### src/rtl/timer_cmp_pkg.sv
// Shared types for the timer output-compare channel: output mode encoding
// and the default counter/compare width.
package timer_cmp_pkg;

  localparam int TIMER_CMP_WIDTH = 16;

  typedef enum logic [2:0] {
    OC_FROZEN   = 3'd0,
    OC_SET      = 3'd1,
    OC_CLEAR    = 3'd2,
    OC_TOGGLE   = 3'd3,
    OC_FORCE_LO = 3'd4,
    OC_FORCE_HI = 3'd5,
    OC_PWM1     = 3'd6,
    OC_PWM2     = 3'd7
  } oc_mode_e;

endpackage

### src/rtl/oc_ref_gen.sv
// Combinational next-value logic for the output-compare reference level.
// Event modes react only to hit; force and PWM modes re-evaluate every cycle.
module oc_ref_gen
  import timer_cmp_pkg::*;
#(
  parameter int WIDTH = TIMER_CMP_WIDTH
) (
  input  oc_mode_e         mode,
  input  logic             hit,
  input  logic [WIDTH-1:0] count,
  input  logic [WIDTH-1:0] cmp_active,
  input  logic             ref_cur,
  output logic             ref_nxt
);

  always_comb begin
    ref_nxt = ref_cur;
    case (mode)
      OC_FROZEN:   ref_nxt = ref_cur;
      OC_SET:      ref_nxt = hit ? 1'b1 : ref_cur;
      OC_CLEAR:    ref_nxt = hit ? 1'b0 : ref_cur;
      OC_TOGGLE:   ref_nxt = hit ? ~ref_cur : ref_cur;
      OC_FORCE_LO: ref_nxt = 1'b0;
      OC_FORCE_HI: ref_nxt = 1'b1;
      OC_PWM1:     ref_nxt = (count < cmp_active);
      OC_PWM2:     ref_nxt = (count >= cmp_active);
      default:     ref_nxt = ref_cur;
    endcase
  end

endmodule

### src/rtl/timer_compare_channel.sv
// Output-compare channel fed by the reload down-counter: double-buffered
// compare register, change-qualified match detection, waveform output and flags.
module timer_compare_channel
  import timer_cmp_pkg::*;
#(
  parameter int               WIDTH   = TIMER_CMP_WIDTH,
  parameter logic [WIDTH-1:0] RST_CMP = '0
) (
  input  logic             clk,
  input  logic             reset,
  input  logic [WIDTH-1:0] count,
  input  logic             done,
  input  logic             cmp_wr,
  input  logic [WIDTH-1:0] cmp_wdata,
  input  logic             preload_en,
  input  logic [2:0]       mode,
  input  logic             out_pol,
  input  logic             flag_clr,
  output logic             oc_out,
  output logic             match_pulse,
  output logic             match_flag,
  output logic             ovr_flag,
  output logic [WIDTH-1:0] cmp_active
);

  logic [WIDTH-1:0] shadow;
  logic [WIDTH-1:0] count_q;
  logic             ref_q;
  logic             ref_nxt;
  logic             hit;
  oc_mode_e         mode_e;

  assign mode_e = oc_mode_e'(mode);

  // A match is only the first cycle count shows the compare value, so a
  // counter stalled on the compare value does not retrigger.
  assign hit = (count != count_q) && (count == cmp_active);

  oc_ref_gen #(
    .WIDTH (WIDTH)
  ) u_ref_gen (
    .mode       (mode_e),
    .hit        (hit),
    .count      (count),
    .cmp_active (cmp_active),
    .ref_cur    (ref_q),
    .ref_nxt    (ref_nxt)
  );

  // Compare registers: shadow always captures writes; active register either
  // follows writes directly or takes the shadow on the reload event.
  always_ff @(posedge clk or negedge reset) begin
    if (!reset) begin
      shadow     <= RST_CMP;
      cmp_active <= RST_CMP;
    end else begin
      if (cmp_wr) begin
        shadow <= cmp_wdata;
      end
      if (!preload_en) begin
        if (cmp_wr) begin
          cmp_active <= cmp_wdata;
        end
      end else if (done) begin
        cmp_active <= cmp_wr ? cmp_wdata : shadow;
      end
    end
  end

  // Match stage: previous count, reference level and registered output.
  always_ff @(posedge clk or negedge reset) begin
    if (!reset) begin
      count_q     <= '0;
      ref_q       <= 1'b0;
      oc_out      <= 1'b0;
      match_pulse <= 1'b0;
    end else begin
      count_q     <= count;
      ref_q       <= ref_nxt;
      oc_out      <= ref_nxt ^ out_pol;
      match_pulse <= hit;
    end
  end

  // Sticky flags; a new hit takes priority over a simultaneous clear.
  always_ff @(posedge clk or negedge reset) begin
    if (!reset) begin
      match_flag <= 1'b0;
      ovr_flag   <= 1'b0;
    end else begin
      if (hit) begin
        match_flag <= 1'b1;
      end else if (flag_clr) begin
        match_flag <= 1'b0;
      end
      if (hit && match_flag) begin
        ovr_flag <= 1'b1;
      end else if (flag_clr) begin
        ovr_flag <= 1'b0;
      end
    end
  end

endmodule

### config.mk
export PLATFORM = sky130hd
export DESIGN_NAME = timer_compare_channel
export DESIGN_NICKNAME = d
export VERILOG_FILES = /design/src/rtl/timer_cmp_pkg.sv /design/src/rtl/oc_ref_gen.sv /design/src/rtl/timer_compare_channel.sv
export SDC_FILE = /design/constraint.sdc
export NUM_CORES = 1
export LEC_CHECK = 0
export CORE_ASPECT_RATIO = 1.25
export CORE_MARGIN = 3
export CORE_UTILIZATION = 49
export CTS_CLUSTER_SIZE = 16
export DETAILED_ROUTE_END_ITERATION = 6
export GPL_ROUTABILITY_DRIVEN = 0
export GPL_TIMING_DRIVEN = 0
export PLACE_DENSITY_LB_ADDON = 0.3
export SYNTH_ARGS = -nofsm -noshare
export SYNTH_HDL_FRONTEND = slang
export SYNTH_SLANG_ARGS = --single-unit
export TNS_END_PERCENT = 20
### constraint.sdc
create_clock -name clk -period 3.1 [get_ports clk]
set_clock_uncertainty 0.05 [all_clocks]
set_input_delay 0.62 -clock clk [delete_from_list [all_inputs] [get_ports clk]]
set_output_delay 0.62 -clock clk [all_outputs]
set_load 0.02 [all_outputs]
### Word-level counts from Yosys, hierarchy flattened

Cells that the tools add are included.

* logic and storage cells: 40
* bits in registers: 53
* output and inout bits: 20

* equality and inequality tests: 10
* bitwise logic cells: 2
* reductions and logical operators: 7
* magnitude comparators: 2
* muxes and demuxes: 11

Operator list (count)
* 16-bit two-way mux: 4
* 16-bit equality test: 1
* 16-bit >= comparator: 1
* 16-bit less-than comparator: 1
* 16-bit inequality test: 1
* 3-bit equality test (second input constant): 4
* 1-bit case mux with 8 select lines: 1
* 3-bit by 2-bit equality test with 1-bit output (second input constant): 2
* 1-bit two-way mux: 6
* 2-bit nonzero test: 3
* 3-bit by 1-bit equality test with 1-bit output (second input constant): 1
* 3-bit zero test: 1
* 1-bit logical AND: 2
* 2-bit inequality test (second input constant): 1
* 2-bit AND reduction: 1
* 1-bit NOT: 1
* 1-bit bitwise XOR: 1

### Longest topological paths before layout

Gate-level depths: netlist of the first run.

* depth after elaboration: 5
* gate-level depth with buffers: 11
* mapped depth without buffers: 11

### Cells and area by module

From an unflattened synthesis of the first run, not the netlist that was laid out.

* cell total of the unflattened synthesis: 264
* area, all modules: 2817.7 µm²

Modules (own cells, without submodules)
* timer_compare_channel: times used 1, area an instance 2292.2 µm², cells an instance 191
* oc_ref_gen: times used 1, area an instance 525.5 µm², cells an instance 73

### Worst setup path after synthesis of the first run

OpenSTA, ideal clock, no wires.

* kind: in2reg
* start: input count[13]
* end: register oc_out
* arrival time: 2.264 ns
* stages on the path: 10
* slack: 0.655 ns
* library setup time: 0.130 ns
* cell sequence: ha_1 -> nand4_2 -> nor4_1 -> nand2_1 -> ha_1 -> mux2i_1 -> nand2_1 -> nand3_1 -> a32oi_2 -> xor2_1

* cells in the longest elaborated chain, start to end: 5
* elaborated cells on any way between the ends: 10
* classes of those cells: order compare (2); eq/ne (2); mux (4); bitwise (1); reduce/logical (1)

Ends and longest elaborated chain
* start: declaration: line timer_compare_channel.sv:11 `input logic [WIDTH-1:0] count,`
* branches (longest 3 deep; another with 16-bit >= comparator)
* 1-bit case mux with 8 select lines *: line oc_ref_gen.sv:18 `case (mode)`
* via ref_nxt: line timer_compare_channel.sv:29 `logic ref_nxt;`
* 1-bit bitwise XOR *: line timer_compare_channel.sv:80 `oc_out <= ref_nxt ^ out_pol;`
* end signal: assignment: line timer_compare_channel.sv:80
* end: declaration: line timer_compare_channel.sv:19 `output logic oc_out,`

Mark *: on every way through the listed nets, which the timed path passes.
A chain may end at the register's enable or synchronous reset.

### Worst setup path after layout of the first run

* start: input count[9]
* end: register oc_out

Same word-level chain as after synthesis.

==> results of run 1 <==
[power by group through the flow]
stage / sequential [mW] / clock [mW] / combinational [mW]
final: 0.798 / 0.477 / 0.375
after global routing: 0.807 / 0.516 / 0.417
after CTS: 0.798 / 0.490 / 0.381
after detailed placement: 0.812 / 0 / 0.379
after global placement: 0.809 / 0 / 0.367
after floorplan: 0.837 / 0 / 0.164
[cell type report]
type,instances,area [um2]
repair buffers,62,626
well taps,60,75.1
clock buffers,6,82.6
clock inverters,2,37.5
multi-input cells,148,1080
inverters,22,82.6
fillers,390,1510
plain buffers,5,18.8
flip-flops and latches,53,1330
[worst register-to-register path, delay by kind of cell (launching register included)]
family,cells,cell delay [ns]
DFF,1,0.39
adders and majority gates,2,0.63
xor gates and xnor gates,1,0.16
muxes,1,0.07
AOI/OAI and AO/OA,1,0.24
and+or+nand+nor,5,0.89
buffers and inverters,1,0.06
[kinds of logic after synthesis]
family | Yosys count
and+or+nand+nor | 60
DFF | 53
AOI/OAI and AO/OA | 36
buffers and inverters | 27
adders and majority gates | 18
xor gates and xnor gates | 17
muxes | 17
[worst paths after layout]
kind                            cells past startpoint    endpoint            from  slack, ns
worst max-delay path                               11      oc_out        count[9]       0.13
worst min-delay path                                1    ovr_flag           reset       0.17
worst max register to register                     11      oc_out  cmp_active[11]       0.51
worst min register to register                      1   shadow[1]       shadow[1]       0.46
max in group asynchronous                           2  shadow[14]           reset       2.30
min in group clk                                    1   shadow[1]       shadow[1]       0.46
[per-layer routing]
metal  global-route usage, %  part of all wire (%)  vias to the layer above
met5                       0                     0                        -
met4                    5.40                   1.2                        0
li1                        -                     -                      938
met2                    32.8                    53                       40
met1                    24.4                    42                      904
met3                    4.45                   3.7                        7
[metrics by stage]
stage | utilization, % | cells | power (mW) | setup TNS, ns
global route | 68.8 | 358 | 1.74 | 0
global placement | 66.0 | 349 | 1.18 | -9.97
CTS | 68.8 | 358 | 1.67 | 0
floorplan | - | 228 | 1.00 | 0
finish | 68.8 | 358 | 1.65 | 0
detailed placement | 66.3 | 350 | 1.19 | -0.228
[cell usage after synthesis (2+ instances only)]
master	n
sky130_fd_sc_hd__dfrtp_1	53
sky130_fd_sc_hd__nor2_1	34
sky130_fd_sc_hd__inv_1	22
sky130_fd_sc_hd__ha_1	18
sky130_fd_sc_hd__o22ai_1	17
sky130_fd_sc_hd__xor2_1	17
sky130_fd_sc_hd__mux2_2	16
sky130_fd_sc_hd__nand2_1	7
sky130_fd_sc_hd__nor4_1	7
sky130_fd_sc_hd__a21oi_1	6
sky130_fd_sc_hd__clkbuf_1	4
sky130_fd_sc_hd__nand3_1	4
sky130_fd_sc_hd__nand4_1	4
sky130_fd_sc_hd__o21ai_0	4
sky130_fd_sc_hd__o21a_1	2
[flip-flops by register name (all words and copies together), names as in the netlist]
signal       cells
count_q         16
shadow          16
match_flag       1
match_pulse      1
oc_out           1
ovr_flag         1
ref_q            1
cmp_active      16
==> results.toml, run 1 <==
[power]
power.combinational.fraction_pct = 22.7
swShare_pct = 26.8
share_clk_of_total_power_pct = 28.9
total_switching_power_mw = 0.441
vdd_ir_drop_max_uv = 332
p_int_mw = 1.21
power-per-cell-area_nw_per_um2 = 496
power.share.sequential_pct = 48.4
p_leak_nw = 1.49

[logic_synthesis]
synth_nets = 288
largest_cells_by_area_after_synthesis = "sky130_fd_sc_hd__dfrtp_1, sky130_fd_sc_hd__ha_1, sky130_fd_sc_hd__mux2_2, sky130_fd_sc_hd__xor2_1, sky130_fd_sc_hd__nor2_1"
yosysSeqAreaShare_pct = 52.9
post-synth-top-area-fraction_pct = 52.9
synth-compound-area-share_pct = 9.64
synth_seq_cells = 53
postSynthCellCount = 228
synth_ff_type = "sky130_fd_sc_hd__dfrtp_1"
share_of_the_synthesized_netlist_area_taken_by_xor_and_xnor_gates_pct = 5.94
synth_enable_flop_cells = 0
number_of_distinct_library_cells_after_synthesis = 28
postSynth.asyncResetShare_pct = 100
synth_top_area_cell = "sky130_fd_sc_hd__dfrtp_1"
largest_family_of_logic_cells_by_synthesized_area = "simple AND/OR/NAND/NOR gates"
yosys.area_share.adder_pct = 8.99
syn_area_um2 = 2510
yosysWarningCount = 0
synth.area.mux_share_pct = 7.59
post_synth.cell_area_avg_um2 = 11.0
area_share_of_and_or_nand_nor_cells_after_synthesis_pct = 10.9

[timing]
timing.final.crit_period_ns = 2.97
slew_violations = 0
worstMarginPinSlew_ns = 0.561
worst_hold_slack_ns = 0.174
report.final.hold_viol_count = 0
fmaxAchievable_ghz = 0.336
final_count_of_negative_setup_slack_endpoints = 0
max-slew-margin-rel_pct = 62.6
finalWorstSetupSlack_ns = 0.127
final_period_util_pct = 95.9
grt_setup_unrepaired = "no"

[routing]
remaining_drc_errors = 0
drtIter0Drc = 53
antenna_violating_nets_post_route = 0
drt-total-wl_um = 5250
average_detailed_routed_wire_length_per_instance_um = 14.7
vias = 1889
post_drt_via_cell_ratio = 5.28
first_pass_iters = 4

[setup_path]
endpoint_kind = "register"
critPathArrivalTime_ns = 3.15
timing.critical_path.slowest_stage_cell = "sky130_fd_sc_hd__clkdlybuf4s50_1"
critical_path_start_end_classification = "in2reg"
path_delay_family = "simple AND/OR/NAND/NOR gates"
critical_path.startpoint_type = "input pin"
worst-endpoint-required_ns = 3.27
cp.buffers_inverters = 1
timing.critical_path.fanout_max = 5
worstPathCellList = "clkdlybuf4s50_1, ha_1, nand4_1, nor4_1, nand2_1, ha_1, mux2i_1, nand2_1, nand3_1, a32oi_2, xor2_1"
worst_path_max_stage_delay_ns = 0.47

[clock_network]
cts_setup_buffers = 0
cts_hold_buf = 0
cts.htree.levels = 2
numClockSinks = 53
register_clock_pin_slew_on_the_reported_worst_setup_and_hold_paths_ns = 0.09
cts_tree = "built"
cts_inserted_buffers = 5
worstSkewPairLatency_ns = 0.30
root_buffer = "sky130_fd_sc_hd__clkbuf_8"
clockBufferDepth = 2
post_cts_repair_resize_count = 0

[final_layout]
final_common_cell = "sky130_fd_sc_hd__clkdlybuf4s50_1"
antenna-diode-count = 0
layout-drive-gt1-share_pct = 9.40
nets = 357
leading_cell_types_in_the_layout_fill_and_taps_excluded = "sky130_fd_sc_hd__clkdlybuf4s50_1, sky130_fd_sc_hd__dfrtp_1, sky130_fd_sc_hd__nor2_1, sky130_fd_sc_hd__inv_1, sky130_fd_sc_hd__ha_1"
synthToLayoutAreaGrowth_pct = 32.8
final_design_area_no_fill_um2 = 3330

[die]
pin_count = 62
design.die.area_um2 = 6010
initial_core_util_pct = 51.8
num_rows = 28
floorplan.core_area_um2 = 4830
chipHeight_um = 86.0
die_width_um = 70.0

[placed_design]
placement.io_buffers = 61
dpl_cell_area_um2 = 3210
detailed_place_hpwl_um = 4180
place_worst_setup_slack_ns = -0.188

[global_routing]
antenna_found_initial = 0
number_of_global_route_vias_before_repair = 1955
grt_first_pass_wirelength_um = 9170
grt_start_max_net_pins = 39
global_route.overflow_total = 0
global_route.usage.total_pct = 19.2

[worst_hold_path]
hp-class = "in2async"

[outcome]
run_status = "finished, final reports clean"

[run]
cap_violations = 0
Note: power is estimated with default switching activity, not from simulation.
==> inputs of run 2 (changes only) <==
--- a/config.mk
+++ b/config.mk
@@ -5,6 +5,7 @@
 export SDC_FILE = /design/constraint.sdc
 export NUM_CORES = 1
 export LEC_CHECK = 0
+export ABC_CLOCK_PERIOD_IN_PS = 3100
 export CORE_ASPECT_RATIO = 1.25
 export CORE_MARGIN = 3
 export CORE_UTILIZATION = 49
==> results of run 2 <==
Final layout, timing and power as in run 1 (identical DEF).
==> inputs of run 3 (changes only) <==
--- a/config.mk
+++ b/config.mk
@@ -6,7 +6,7 @@
 export NUM_CORES = 1
 export LEC_CHECK = 0
 export ABC_CLOCK_PERIOD_IN_PS = 3100
-export CORE_ASPECT_RATIO = 1.25
+export CORE_ASPECT_RATIO = 0.6
 export CORE_MARGIN = 3
 export CORE_UTILIZATION = 49
 export CTS_CLUSTER_SIZE = 16
==> run 3 against run 2 <==
Cell count increased by 1.4%. Critical path type unchanged. Register-to-register slack about the same. Combinational power is 2% higher. Largest cell class unchanged. Sequential share of layout area down 0.25 points. First-iteration DRC count increased by 23%. Worst setup slack better by 0.021 ns. Total power rose by 0.78%. Non-clock buffer count up 2.
==> results.toml, run 3 (synthesis gave the netlist of run 1 again) <==
[final_layout]
finish.utilization_pct = 70.4
antenna-diode-count = 0
synthToLayoutAreaGrowth_pct = 33.6
layout-drive-gt1-share_pct = 10.0
leading_cell_types_in_the_layout_fill_and_taps_excluded = "sky130_fd_sc_hd__clkdlybuf4s50_1, sky130_fd_sc_hd__dfrtp_1, sky130_fd_sc_hd__nor2_1, sky130_fd_sc_hd__inv_1, sky130_fd_sc_hd__ha_1"
nets = 359
final_common_cell = "sky130_fd_sc_hd__clkdlybuf4s50_1"
largestRegisters = "cmp_active: 16 flops, count_q: 16 flops, shadow: 16 flops"
fillers = 370

[clock_network]
cts_inserted_buffers = 5
cts.htree.levels = 2
cts_tree = "built"
root_buffer = "sky130_fd_sc_hd__clkbuf_8"
clockBufferDepth = 2
worstSkewPairLatency_ns = 0.30
register_clock_pin_slew_on_the_reported_worst_setup_and_hold_paths_ns = 0.09
numClockSinks = 53

[setup_path]
critPathArrivalTime_ns = 3.12
timing.critical_path.fanout_max = 5
worst_reg2reg_path_depth = 11
timing.critical_path.slowest_stage_cell = "sky130_fd_sc_hd__clkdlybuf4s50_1"
critical_path_start_end_classification = "in2reg"
critical_path.startpoint_type = "input pin"
worst-endpoint-required_ns = 3.27
r2r_start = "cmp_active[15]"
worst_r2r_endpoint = "oc_out"
endpoint_kind = "register"
worst_path_max_stage_delay_ns = 0.50
r2r_setup_slack_ns = 0.50
worstPathCellList = "clkdlybuf4s50_1, ha_1, nand4_2, nor4_2, nand2_1, ha_1, mux2i_1, nand2_1, nand3_1, a32oi_2, xor2_1"

[global_routing]
grt_start_max_net_pins = 36
antenna_found_initial = 0
global_route.usage.total_pct = 19.6
global_route.overflow_total = 0
number_of_global_route_vias_before_repair = 1890
grt_first_pass_wirelength_um = 9100

[die]
initial_core_util_pct = 52.7
num_rows = 19
floorplan.core_area_um2 = 4750
design.die.area_um2 = 6040
die_width_um = 98.3
chipHeight_um = 61.4
pin_count = 62

[routing]
antenna_violating_nets_post_route = 0
drt-total-wl_um = 5540
vias = 1902
drtIter0Drc = 65
remaining_drc_errors = 0
post_drt_via_cell_ratio = 5.24
average_detailed_routed_wire_length_per_instance_um = 15.3
first_pass_iters = 4

[outcome]
run_status = "finished, final reports clean"

[timing]
report.final.hold_viol_count = 0
max-slew-margin-rel_pct = 63.4
timing.final.crit_period_ns = 2.95
fmaxAchievable_ghz = 0.339
worstMarginPinSlew_ns = 0.549
slew_violations = 0
final_count_of_negative_setup_slack_endpoints = 0
grt_setup_unrepaired = "no"
final_period_util_pct = 95.2
finalWorstSetupSlack_ns = 0.148

[run]
cap_violations = 0

[placed_design]
placement.io_buffers = 61
detailed_place_hpwl_um = 4210
place_worst_setup_slack_ns = -0.287

[power]
power-per-cell-area_nw_per_um2 = 496
vdd_ir_drop_max_uv = 269
p_leak_nw = 1.50

[worst_hold_path]
hp-class = "in2async"
[run 3: cell count changes in the layout (fill, tap and decap cells not counted), sizes merged]
| cell | previous run | this run |
|---|---|---|
| buf | 3 | 5 |
| clkbuf | 10 | 11 |
| clkinvlp | 1 | 0 |
[run 3: through the flow]
stage / power, mW / TNS (ns) / area [um2] / hold WS (ns) / instances
floorplan: 1.00 / 0 / 2510 / 0.274 / 228
global placement: 1.18 / -11.32 / 3200 / 0.440 / 352
detailed placement: 1.19 / -0.383 / 3210 / 0.448 / 353
CTS: 1.67 / 0 / 3330 / 0.211 / 361
global route: 1.75 / 0 / 3350 / 0.222 / 363
finish: 1.66 / 0 / 3350 / 0.209 / 363
[run 3: worst max-delay path by stage]
stage                          from   endpoint  slack, ns  cells after the start
after floorplan           count[13]     oc_out       0.66                     10
after global placement        reset  shadow[0]      -0.21                      1
after detailed placement  count[11]     oc_out      -0.29                     11
after CTS                 count[11]     oc_out       0.03                     11
after global routing      count[12]     oc_out      0.003                     11
final                     count[12]     oc_out       0.15                     11
[run 3: cell type report]
| cell class | count | area, um2 | area share [%] |
|---|---|---|---|
| tap | 63 | 78.8 | 2.35 |
| timing repair buffer | 64 | 641 | 19.1 |
| buffer | 5 | 18.8 | 0.561 |
| multi-input combinational | 148 | 1080 | 32.4 |
| inverter | 22 | 82.6 | 2.47 |
| sequential | 53 | 1330 | 39.6 |
| clock inverter | 1 | 30.0 | 0.897 |
| clock buffer | 7 | 86.3 | 2.58 |
[run 3: repair_timing]
| action | in CTS | in global routing |
|---|---|---|
| setup buffers | 0 | 2 |
| gates resized for setup | 0 | 1 |
| setup endpoints to repair | 0 | 1 |
| hold buffers | 0 | 0 |
[run 3: critical path, delay by kind of cell]
kind / cells / cell delay [ns]
xor gates and xnor gates: 1 / 0.20
muxes: 1 / 0.07
adders and majority gates: 2 / 0.66
buffers and inverters: 1 / 0.50
AOI/OAI and AO/OA: 1 / 0.26
and+or+nand+nor: 5 / 0.82
[run 3: power by group]
| group | total (mW) | internal (mW) | leakage [nW] | switching [mW] |
|---|---|---|---|---|
| registers | 0.800 | 0.754 | 0.614 | 0.0468 |
| clock network | 0.478 | 0.263 | 0.0585 | 0.214 |
| logic | 0.384 | 0.195 | 0.825 | 0.189 |
| total | 1.66 | 1.21 | 1.50 | 0.450 |
[run 3: layer usage]
metal | GRT usage, % | vias to the layer above | share of wire (%)
met5 | 0 | - | 0
li1 | - | 936 | -
met1 | 27.3 | 906 | 49
met4 | 4.47 | 0 | 0.76
met2 | 30.7 | 54 | 44
met3 | 6.00 | 6 | 6.2
